File: config.mk
export PLATFORM = sky130hd
export DESIGN_NAME = mux_stream_rr
export DESIGN_NICKNAME = d
export VERILOG_FILES = /design/src/rtl/mux_stream_rr.sv
export SDC_FILE = /design/constraint.sdc
export NUM_CORES = 1
export LEC_CHECK = 0
export ABC_AREA = 1
export CORE_AREA = 2 2 57 59
export DETAILED_ROUTE_END_ITERATION = 16
export DIE_AREA = 0 0 59 61
export HOLD_SLACK_MARGIN = 0.12
export PLACE_DENSITY = 0.8
export RECOVER_POWER = 25
export SLEW_MARGIN = 20
export SYNTH_ARGS = -nofsm -noshare
export SYNTH_HDL_FRONTEND = slang
export SYNTH_SLANG_ARGS = --single-unit
File: constraint.sdc
create_clock -name clk -period 2.3 [get_ports clk]
set_input_delay 0.46 -clock clk [delete_from_list [all_inputs] [get_ports clk]]
set_output_delay 0.46 -clock clk [all_outputs]
set_load 0.02 [all_outputs]
File: src/rtl/mux_stream_rr.sv
// N-channel registered stream mux, round-robin or fixed select.
// Optional packet lock: define MUX_STREAM_PKT_LOCK_EN.
module mux_stream_rr #(
  parameter  int N  = 4,
  parameter  int W  = 8,
  localparam int SW = $clog2(N)
) (
  input  logic          clk,
  input  logic          rst_n,
  input  logic [N-1:0]  in_valid,
  input  logic [N*W-1:0] in_data,
  output logic [N-1:0]  in_ready,
  input  logic          mode,
  input  logic [SW-1:0] sel,
`ifdef MUX_STREAM_PKT_LOCK_EN
  input  logic [N-1:0]  in_last,
  output logic          out_last,
`endif
  output logic          out_valid,
  output logic [W-1:0]  out_data,
  output logic [SW-1:0] out_ch,
  input  logic          out_ready
);

  logic          r_out_valid;
  logic [W-1:0]  r_out_data;
  logic [SW-1:0] r_out_ch;
  logic [SW-1:0] r_ptr;

  logic          w_load;
  logic          w_xfer;
  logic          w_rr_v;
  logic [SW-1:0] w_rr_gnt;
  logic          w_fix_v;
  logic          w_gnt_v;
  logic [SW-1:0] w_gnt;
  logic [W-1:0]  w_data;

`ifdef MUX_STREAM_PKT_LOCK_EN
  logic          r_lock;
  logic [SW-1:0] r_lock_ch;
  logic          r_out_last;
  logic          w_lock_v;
  logic          w_last;
`endif

  assign w_load = !r_out_valid || out_ready;
  assign w_xfer = rst_n && w_load && w_gnt_v;

  // Round-robin: first valid above ptr, else first valid at/below ptr
  always_comb begin
    w_rr_v   = 1'b0;
    w_rr_gnt = '0;
    for (int i = 0; i < N; i++) begin
      if (!w_rr_v && in_valid[i] && i > int'(r_ptr)) begin
        w_rr_v   = 1'b1;
        w_rr_gnt = SW'(i);
      end
    end
    for (int i = 0; i < N; i++) begin
      if (!w_rr_v && in_valid[i] && i <= int'(r_ptr)) begin
        w_rr_v   = 1'b1;
        w_rr_gnt = SW'(i);
      end
    end
  end

  // Fixed select; an index >= N matches no channel and never grants
  always_comb begin
    w_fix_v = 1'b0;
    for (int i = 0; i < N; i++) begin
      if (sel == SW'(i)) begin
        w_fix_v = in_valid[i];
      end
    end
  end

`ifdef MUX_STREAM_PKT_LOCK_EN
  // Valid of the locked channel
  always_comb begin
    w_lock_v = 1'b0;
    for (int i = 0; i < N; i++) begin
      if (r_lock_ch == SW'(i)) begin
        w_lock_v = in_valid[i];
      end
    end
  end

  // Grant: an open packet overrides mode and sel
  always_comb begin
    w_gnt   = w_rr_gnt;
    w_gnt_v = w_rr_v;
    if (r_lock) begin
      w_gnt   = r_lock_ch;
      w_gnt_v = w_lock_v;
    end else if (mode) begin
      w_gnt   = sel;
      w_gnt_v = w_fix_v;
    end
  end
`else
  // Grant: fixed select or round-robin
  always_comb begin
    w_gnt   = w_rr_gnt;
    w_gnt_v = w_rr_v;
    if (mode) begin
      w_gnt   = sel;
      w_gnt_v = w_fix_v;
    end
  end
`endif

  // One-hot ready and data/last mux of the granted channel
  always_comb begin
    in_ready = '0;
    w_data   = '0;
`ifdef MUX_STREAM_PKT_LOCK_EN
    w_last   = 1'b0;
`endif
    for (int i = 0; i < N; i++) begin
      if (w_gnt == SW'(i)) begin
        in_ready[i] = w_xfer;
        w_data      = in_data[i*W +: W];
`ifdef MUX_STREAM_PKT_LOCK_EN
        w_last      = in_last[i];
`endif
      end
    end
  end

  // Output register: load on transfer, drop valid on plain drain
  always_ff @(posedge clk or negedge rst_n) begin
    if (!rst_n) begin
      r_out_valid <= 1'b0;
      r_out_data  <= '0;
      r_out_ch    <= '0;
      r_ptr       <= SW'(N - 1);
    end else if (w_xfer) begin
      r_out_valid <= 1'b1;
      r_out_data  <= w_data;
      r_out_ch    <= w_gnt;
      r_ptr       <= w_gnt;
    end else if (out_ready) begin
      r_out_valid <= 1'b0;
    end
  end

`ifdef MUX_STREAM_PKT_LOCK_EN
  // Packet lock and registered last flag
  always_ff @(posedge clk or negedge rst_n) begin
    if (!rst_n) begin
      r_lock     <= 1'b0;
      r_lock_ch  <= '0;
      r_out_last <= 1'b0;
    end else if (w_xfer) begin
      r_lock     <= !w_last;
      r_lock_ch  <= w_gnt;
      r_out_last <= w_last;
    end
  end

  assign out_last = r_out_last;
`endif

  assign out_valid = r_out_valid;
  assign out_data  = r_out_data;
  assign out_ch    = r_out_ch;

endmodule
==> results by stage <==
Timing:
- At the pin with the least slew margin, the transition time is 743 ps.
- The minimum setup slack in the final design is -56.1 ps.
- The count of pins over their slew limit is 0.
- Headroom to the max-slew limit came out at 50.4%.
- The post-layout minimum cycle time is 2360 ps.
- The number of hold violations in the final report was 0.
- Setup repair after global routing could not meet its margin everywhere.
- Static timing analysis puts the maximum clock frequency at around 0.42 GHz.
- The final setup violation count is 4.
- On the final layout, the worst clock skew is 11.4 ps.
- In the finished design, the share of the clock period the worst path needs comes to 102%.

Pwr:
- The share of power burned in combinational logic is 57.0%.
- The internal cell power is 0.676 mW.
- The register share of total power is 29.6%.
- The power spent charging and discharging nets is 0.463 mW.
- In this run switching power makes up 40.6% of total power.
- VDD sags by at most 0.239 mV.
- The ratio of total power to cell area is 592 mW/mm².
- In this run the static leakage power is 0.960 nW.
- The sum of internal, switching and leakage power is 1.14 mW.
- The clock network burns 13.4% of the power.

Drt:
- The post-route DRC violation count is 0.
- The violation count after the first detailed-routing iteration is 77.
- The via density per instance is 4.97.
- Summing over every cut layer, the via total after detailed routing is 1,381.
- The first TritonRoute pass finished after 4 iterations.
- The total wire length is 3.47 mm.
- Dividing the detail-routed wire length by the instance count gives 12.5 µm.
- The count of nets left with antenna violations once routing finished came out at 0.

Yosys:
- The fraction of the mapped netlist area in compound gates is 10.5%.
- Synthesis produced a netlist whose cell count is roughly 170.
- The most used flip-flop cell after synthesis is dfrtp_1.
- The post-synthesis sequential element count is 13.
- The post-synthesis xor/xnor area fraction is 0%.
- Yosys printed 0 warnings.
- The number of different library cells in the post-synthesis netlist is 27.
- The async set-or-reset flop fraction in the synthesized netlist is 100%.
- The synthesized design contains 0 enable-type register cells.
- Summing the areas of all fa, ha and maj instances in the mapped netlist gives 0% of the synthesized area.
- The net count of the mapped netlist is 211.
- The sequential fraction of the synthesis area is between 20% and 30%.
- The post-synthesis simple-gate area fraction is 48.6%.
- The average instance area after synthesis is 6.71 µm².
- The share of synthesized area spent on multiplexers is 0%.
- By area, the combinational part of the netlist is dominated by simple AND/OR/NAND/NOR gates.
- The area of the mapped netlist is 0.00113 mm².

Final layout:
- From synthesis to final layout, the design area changed by 69.6%.
- In the final layout, flip-flops and latches occupy 328 µm².
- The number of antenna diodes in the final layout is 0.
- Leaving out fill and tap cells, the most frequent cells in the layout are nand2_1, clkdlybuf4s50_1, nand3_1.
- Cells fill about 65% of the core in the end.
- The net total in the final layout is 288.
- The fraction of layout instances using a drive strength above 1 is 25.7%.
- The fill cell instance count of the final layout is about 260.
- The multi-input combinational cells in the finished layout cover a total of 719 µm².
- The final design instance area without fill is 0.00192 mm².

Status:
- The flow ran to the end, but the final reports show violations.
- The checks that failed: negative setup slack.

Worst setup path:
- The critical path goes through nor2_1, nand2_1, buf_4, o21a_1, nand3_2, nand2_2, nand2_4, nor3_1, buf_2.
- The arrival time reported for the critical path endpoint is 1900 ps.
- The most critical setup path has its endpoint at in_ready[0].
- The maximum net fanout on the critical path is 4.
- The critical register-to-register path endpoint is out_data[7].
- STA puts the critical path data required time at 1840 ps.
- The worst setup path is captured at an output pin.
- The critical path crosses 9 cells after its start point.
- The total buffers and inverters traversed by the critical path is 2.
- The critical path starts at r_ptr[1].
- The cell with the largest stage delay on the worst path is dfstp_2.
- The delay of the slowest critical-path stage is 590 ps.
- The worst register-to-register path has a setup slack of 240 ps.
- The critical path in this run is classified as reg2out.
- The element type at the critical path start is a flip-flop.
- The startpoint identified for the worst register-to-register timing path is r_ptr[1].
- The kind of cell with the highest combined delay along the critical path is flip-flops.
- The depth of the worst register-to-register path is 13.

Min path:
- The class of the tightest hold or removal check is reg2reg.

Clock tree:
- After clock tree synthesis, the clock-pin slew on the worst setup and hold paths is about 100 ps.
- Clock latency on the worst-skew pair, taken at its later pin, is 290 ps.
- The count of H-tree levels built during CTS is 1.
- The number of buffers added to fix hold violations after cts is 0.
- The number of buffers created by CTS is 3.
- No sink is reached through more buffers than the 2 on the longest clock path.
- The root cell of the clock tree is clkbuf_4.
- The clock sink count is 13.
- TritonCTS built the clock tree.

Placed design:
- In this run the tool buffered the top-level ports with 56 buffer cells.
- In this run the cell area measured after placement is ~0.0018 mm².
- The HPWL after detailed placement is 2.53 mm.
- The congestion estimate from routability-driven global placement came to between 0.9 and 1.

Global route:
- The global-route wire length before repair is 5.39 mm.
- The pin count of the biggest net entering global routing is 23.
- After global routing the overflow that remains totals 0.
- The number of global-route vias before repair was 1,265.
- The overall fraction of global-route tracks in use is 19.6%.
- The number of antenna violations at the first check in global routing came to 0.

Die:
- The core outline area is 0.00295 mm².
- From left edge to right edge, the die measures 59 µm.
- The count of boundary I/O pins is between 50 and 60.
- The initial standard-cell utilization of the core is 38.4%.
- The floorplan has 20 rows.
- The die covers 0.00360 mm².
- The die span in y is 61 µm.

Flow run:
- The number of maximum-capacitance constraint violations is 0.
-- metal layers --
metal | vias to the layer above | routed length, µm | global-route usage (%)
met2 | 58 | 1730 | 33.5
li1 | 695 | - | -
met1 | 619 | 1490 | 25.1
met4 | 0 | 66 | 8.44
met5 | - | 0 | 0
met3 | 9 | 176 | 1.92
-- worst min path at each step --
stage,startpoint,endpoint,depth (start not counted)
global route,out_data[1],out_data[1],2
global placement,out_ch[0],out_ch[0],2
detailed placement,out_ch[1],out_ch[1],2
floorplan,rst_n,out_ch[0],0
CTS,out_ch[1],out_ch[1],2
finish,out_data[0],out_data[0],2
-- power groups by stage --
stage,logic (mW),clock network [mW],registers [mW]
6_report,0.650,0.153,0.337
3_5_place_dp,0.604,0,0.339
2_1_floorplan,0.274,0,0.395
5_1_grt,0.703,0.168,0.344
4_1_cts,0.620,0.153,0.336
3_3_place_gp,0.595,0,0.337
-- synth_stat cells, types with 2 or more instances --
cell	number	area, µm²
buf_4	3	22.5
nor3_1	2	10.0
o21ai_0	4	20.0
buf_6	2	22.5
nand2_2	7	43.8
inv_1	17	63.8
inv_2	4	15.0
nor2_1	11	41.3
o21ai_1	2	10.0
dfstp_2	2	52.6
dfrtp_1	11	275
nor2_2	2	12.5
nand3_1	26	130
o21bai_1	6	45.0
a21oi_1	2	10.0
o21ai_2	2	17.5
nand2_1	49	184
nand3b_1	8	60.1
-- through the flow --
stage / worst slack (ps) / std cells / hold WS [ps] / setup TNS, ps
after global placement: -622 / 268 / 454 / -2350
after detailed placement: -693 / 268 / 460 / -2650
after CTS: -70.3 / 273 / 480 / -189
after floorplan: 90.9 / 169 / 164 / 0
after global routing: -162 / 278 / 515 / -608
final: -56.1 / 278 / 485 / -210
-- layout make-up --
type	instances	area share (%)
repair buffers	79	37.9
multi-input cells	128	37.4
flip-flops and latches	13	17.0
inverters	21	4.10
well taps	33	2.15
clock buffers	4	1.37
-- state kept, by name (all words and copies together) (netlist names) --
name,cells
out_ch,2
r_ptr,2
out_data,8
out_valid,1
-- tightest hold or removal path, stage by stage, from the launching register on --
cell,delay (ps)
dfrtp_1,350
nand2_1,50
nand2_1,50
-- logic make-up (layout without fill, tap and decap cells) --
kind of cell	count (synthesis)	in the layout
compound gates	18	18
flops	13	13
simple gates	110	110
buf+inv	28	104
-- repair_timing --
item	4_1_cts	5_1_grt
pin swaps	5	14
hold endpoints to repair	0	0
buffers inserted	1	5
setup endpoints to repair	4	4
gates resized for setup	39	7
Note: power is estimated with default switching activity, not from simulation.
==> edit 1: new RTL, same settings <==
`W`: 8 -> 6.
--- a/src/rtl/mux_stream_rr.sv
+++ b/src/rtl/mux_stream_rr.sv
@@ -4,3 +4,3 @@
   parameter  int N  = 4,
-  parameter  int W  = 8,
+  parameter  int W  = 6,
   localparam int SW = $clog2(N)
Interface: changed (resized in_data and out_data); port bits go from 57 to 47. The function was not compared with the original's and may differ.
==> edit 1 against the original RTL <==
The run still ends with setup timing left; setup slack lost 0.082 ns; global-route usage shrank 2.9 points; largest cell class unchanged; routed wire length shrank 18%; area after synthesis shrank 18%; sequential cell count shrank 2; largest power group unchanged; power shrank 10%; sequential power shrank 15%; final area shrank 12%.
==> edit 1: results (changes against the original RTL) <==
[placement]
placed_area_um2 = 1529  ; -16%
gp_congestion = 0.8996  ; -1.8%
dpl.hpwl_um = 2043  ; -19%
dp_cells = 239  ; -11%

[synthesis]
syn_avg_cell_area_um2 = 6.385  ; -4.8%
synth_compound_area_share_pct = 10.41  ; -0.080 points
yosys-top-cells-area = dfrtp_1 24%, nand2_1 19%, nand3_1 11%
synth_cell_types = 23  ; -15%

[routing]
wl_met2_um = 1574  ; -9.1%
viasPerCell = 4.528  ; -8.8%
route.met3.wl_um = 125  ; -29%
met1_length_um = 1122  ; -25%

[cells_and_area]
area_growth_syn_to_layout_pct = 82.84
nets = 252  ; -13%
largest_register_ffs = 6  ; -2
drive_gt1_share_pct = 27.19  ; +1.5 points
final_cells = 250  ; -10%

[status]
violations = setup timing
status = finished, violations left

[critical_path]
ff2ff_path_depth = 15  ; +2

[sta]
worstMarginPinSlew_ns = 0.5946  ; -0.1488 ns
setup_viol = 4  ; unchanged
finalSetupTns_ns = -0.4380  ; -0.2279 ns
setup_slack_ns = -0.1383  ; -0.08218 ns
fin_skew_ns = 0.001467  ; -0.009925 ns

[grt]
grt_max_degree = 19  ; -17%
grt_pass1_vias = 1066  ; -16%

[pwr]
ir_drop_uv = 467.8  ; +96%
leakage_nw = 0.8635  ; -10%

## edit 1: changes by cell type after synthesis, sizes merged, moves of 2 or more
cell	change
dfrtp	-2
nand2	-6
nand3	-5
buf	-3
inv	+3
nand3b	-7
o21ai	-5
## edit 1: power by group
| part | leakage (nW) | internal [mW] | switching, mW |
|---|---|---|---|
| Combinational | 0.717 | 0.298 | 0.305 |
| Sequential | 0.132 | 0.255 | 0.0327 |
| Clock | 0.0150 | 0.0671 | 0.0631 |
## edit 1: worst max-delay path: stages (launching register included)
cell,delay (ns)
dfstp_2,0.56
nand2_2,0.07
nand2_4,0.07
nand4_4,0.10
buf_6,0.14
nor3_4,0.24
nor2_4,0.05
nor2_4,0.16
nand2_4,0.09
nor2_4,0.09
buf_6,0.12
## edit 1: path summary, 6_finish.rpt
| kind | start | end | slack (ns) |
|---|---|---|---|
| hold / removal | out_data[5] | out_data[5] | 0.48 |
| max in group asynchronous | rst_n | out_data[1] | 1.17 |
| hold reg to reg | out_data[5] | out_data[5] | 0.48 |
| setup reg to reg | r_ptr[1] | out_data[4] | 0.15 |
| setup / recovery | r_ptr[1] | in_ready[1] | -0.14 |
| min in group asynchronous | rst_n | out_ch[0] | 0.75 |
## edit 1: per-layer routing
layer	global-route usage, %	vias to the layer above
li1	-	597
met1	17.75	496
met2	33.49	37
met3	4.478	2
met4	1.948	0
met5	0	-
## edit 1: cell type report
type                            instances  area share, %
Sequential cell                        11          16.41
Multi-Input combinational cell        105          35.03
Tap cell                               33          2.439
Clock buffer                            4          1.552
Timing Repair Buffer                   72          38.95
Inverter                               25          5.617
## edit 1: what timing repair did
action,4_1_cts,5_1_grt
buffers inserted,2,5
endpoints found under the setup margin,4,4
pin swaps,6,9
hold buffers,0,0
gates resized for setup,43,12
==> edit 2: new RTL, same settings <==
Without the edit above. The option `MUX_STREAM_PKT_LOCK_EN` is turned on by a define.
--- a/src/rtl/mux_stream_rr.sv
+++ b/src/rtl/mux_stream_rr.sv
@@ -2,2 +2,4 @@
 // Optional packet lock: define MUX_STREAM_PKT_LOCK_EN.
+`define MUX_STREAM_PKT_LOCK_EN
+
 module mux_stream_rr #(
Ports: changed (added in_last and out_last); port bits go from 57 to 62. No check against the original RTL was run, so the function may have changed too.
==> edit 2 against the original RTL <==
The run still ends with setup timing left; final area rose by 16%; area after synthesis is 15% higher; fmax down 6.3%; routed wire length grew 24%; global-route usage up 5.5 points; setup slack got worse by 0.16 ns; sequential cell count rose by 2; critical path type unchanged; largest cell class unchanged.
Power is not compared: it rests on default switching activity, and its combinational part moved more than twofold at a synthesized area within 25%.
==> edit 2: results (changes against the original RTL) <==
[die]
fp.dieW_um = 59  ; unchanged

[placement]
port-buffer-count = 61  ; +8.9%
dp_cells = 299  ; +12%
dp_slack_ns = -0.7773  ; -0.08424 ns
placed_area_um2 = 2052  ; +13%
gp_congestion = 0.8364  ; -8.7%
dpl.hpwl_um = 3172  ; +26%

[clock_tree]
cts.sinks = 15  ; +2
clkLatencyLatePin_ns = 0.29  ; about the same
cts_root_buf = clkbuf_4
cts_resized = 41  ; +5.1%
cts_buffers = 3  ; unchanged
cts_setup_buffers = 8  ; +7

[status]
violations = setup timing
status = finished, violations left

[synthesis]
yosys-top-cells-area = dfrtp_1 25%, nand2_1 15%, nand3_1 8.1%
synth_cell_types = 29  ; +7.4%
synth_commonest_cells = 53 x nand2_1, 23 x inv_1, 21 x nand3_1
ys_seq_area_share_pct = 29.09  ; +0.18 points
synth_compound_area_share_pct = 16.38  ; +5.9 points
synthArstFlopShare_pct = 100.0  ; unchanged
syn_avg_cell_area_um2 = 6.872  ; +2.4%
synth_fp_nets = 235  ; +11%

[critical_path]
r2r_end = out_last
crit_path_max_fanout = 6  ; +2
slowest_stage = dfstp_2
r2r_setup_slack_ns = 0.13  ; -0.11 ns
ff2ff_path_depth = 15  ; +2
critPathTopFamily = simple AND/OR/NAND/NOR gates

[routing]
drt_iter0_drc = 84  ; +9.1%
wirelength_um = 4294  ; +24%
viasPerCell = 5.025  ; +1.2%
drt_pre_antenna_iters = 4  ; unchanged

[cells_and_area]
num-nonclk-buffers = 94  ; +19%
inv_count = 29  ; +38%
seq_area_share_pct = 16.89  ; -0.16 points
nets = 329  ; +14%
clk_share_pct = 1.230  ; -0.14 points
buffer_area_share_pct = 38.59  ; +0.66 points
multi_input_area_share_pct = 36.35  ; -1.1 points
antenna_cells = 0  ; unchanged
multi_input_area_um2 = 813.3  ; +13%
fillers = 232  ; -12%
drive_gt1_share_pct = 28.72  ; +3.0 points
comb.multi_input.count = 140  ; +9.4%
final_cells = 315  ; +13%

[grt]
grt_pass1_vias = 1537  ; +22%
grt_use_total_pct = 25.06  ; +5.5 points
grt_first_pass_wirelength_um = 6658  ; +24%
grt_max_degree = 16  ; -30%
antenna_found_initial = 1  ; +1

[sta]
finalSetupTns_ns = -0.7985  ; -0.5884 ns
setup_slack_ns = -0.2156  ; -0.1595 ns
setup_viol = 4  ; unchanged
worstMarginPinSlew_ns = 0.8139  ; +0.07049 ns
fin_skew_ns = 0.002123  ; -0.009269 ns

[min_path]
hp-start = out_data[1]

[pwr]
internal-power_mw = 1.385

[edit 2: cell types whose count changed after synthesis, moves of 3 or more]
| cell | delta |
|---|---|
| o21ai_1 | +12 |
| nand3b_1 | -8 |
| inv_1 | +6 |
| o21ai_0 | +6 |
| nand3_1 | -5 |
| o21bai_1 | -5 |
| a21oi_1 | +4 |
| nand2_1 | +4 |
| nor2_1 | -4 |
| nand2_2 | -3 |
| nand2_4 | +3 |
| nand4_1 | +3 |
[edit 2: metal layers]
metal | wire (um) | global-route usage, %
met1 | 1704 | 28.48
met2 | 2267 | 43.97
met3 | 236 | 6.823
met4 | 70 | 11.36
met5 | 14 | 0
[edit 2: worst min-delay path by stage]
stage | slack, ns | depth (start not counted) | endpoint
CTS | 0.50 | 2 | out_data[2]
floorplan | 0.16 | 0 | out_data[0]
detailed placement | 0.48 | 2 | out_data[2]
global placement | 0.47 | 2 | out_data[2]
global route | 0.52 | 2 | out_data[2]
finish | 0.51 | 2 | out_data[1]
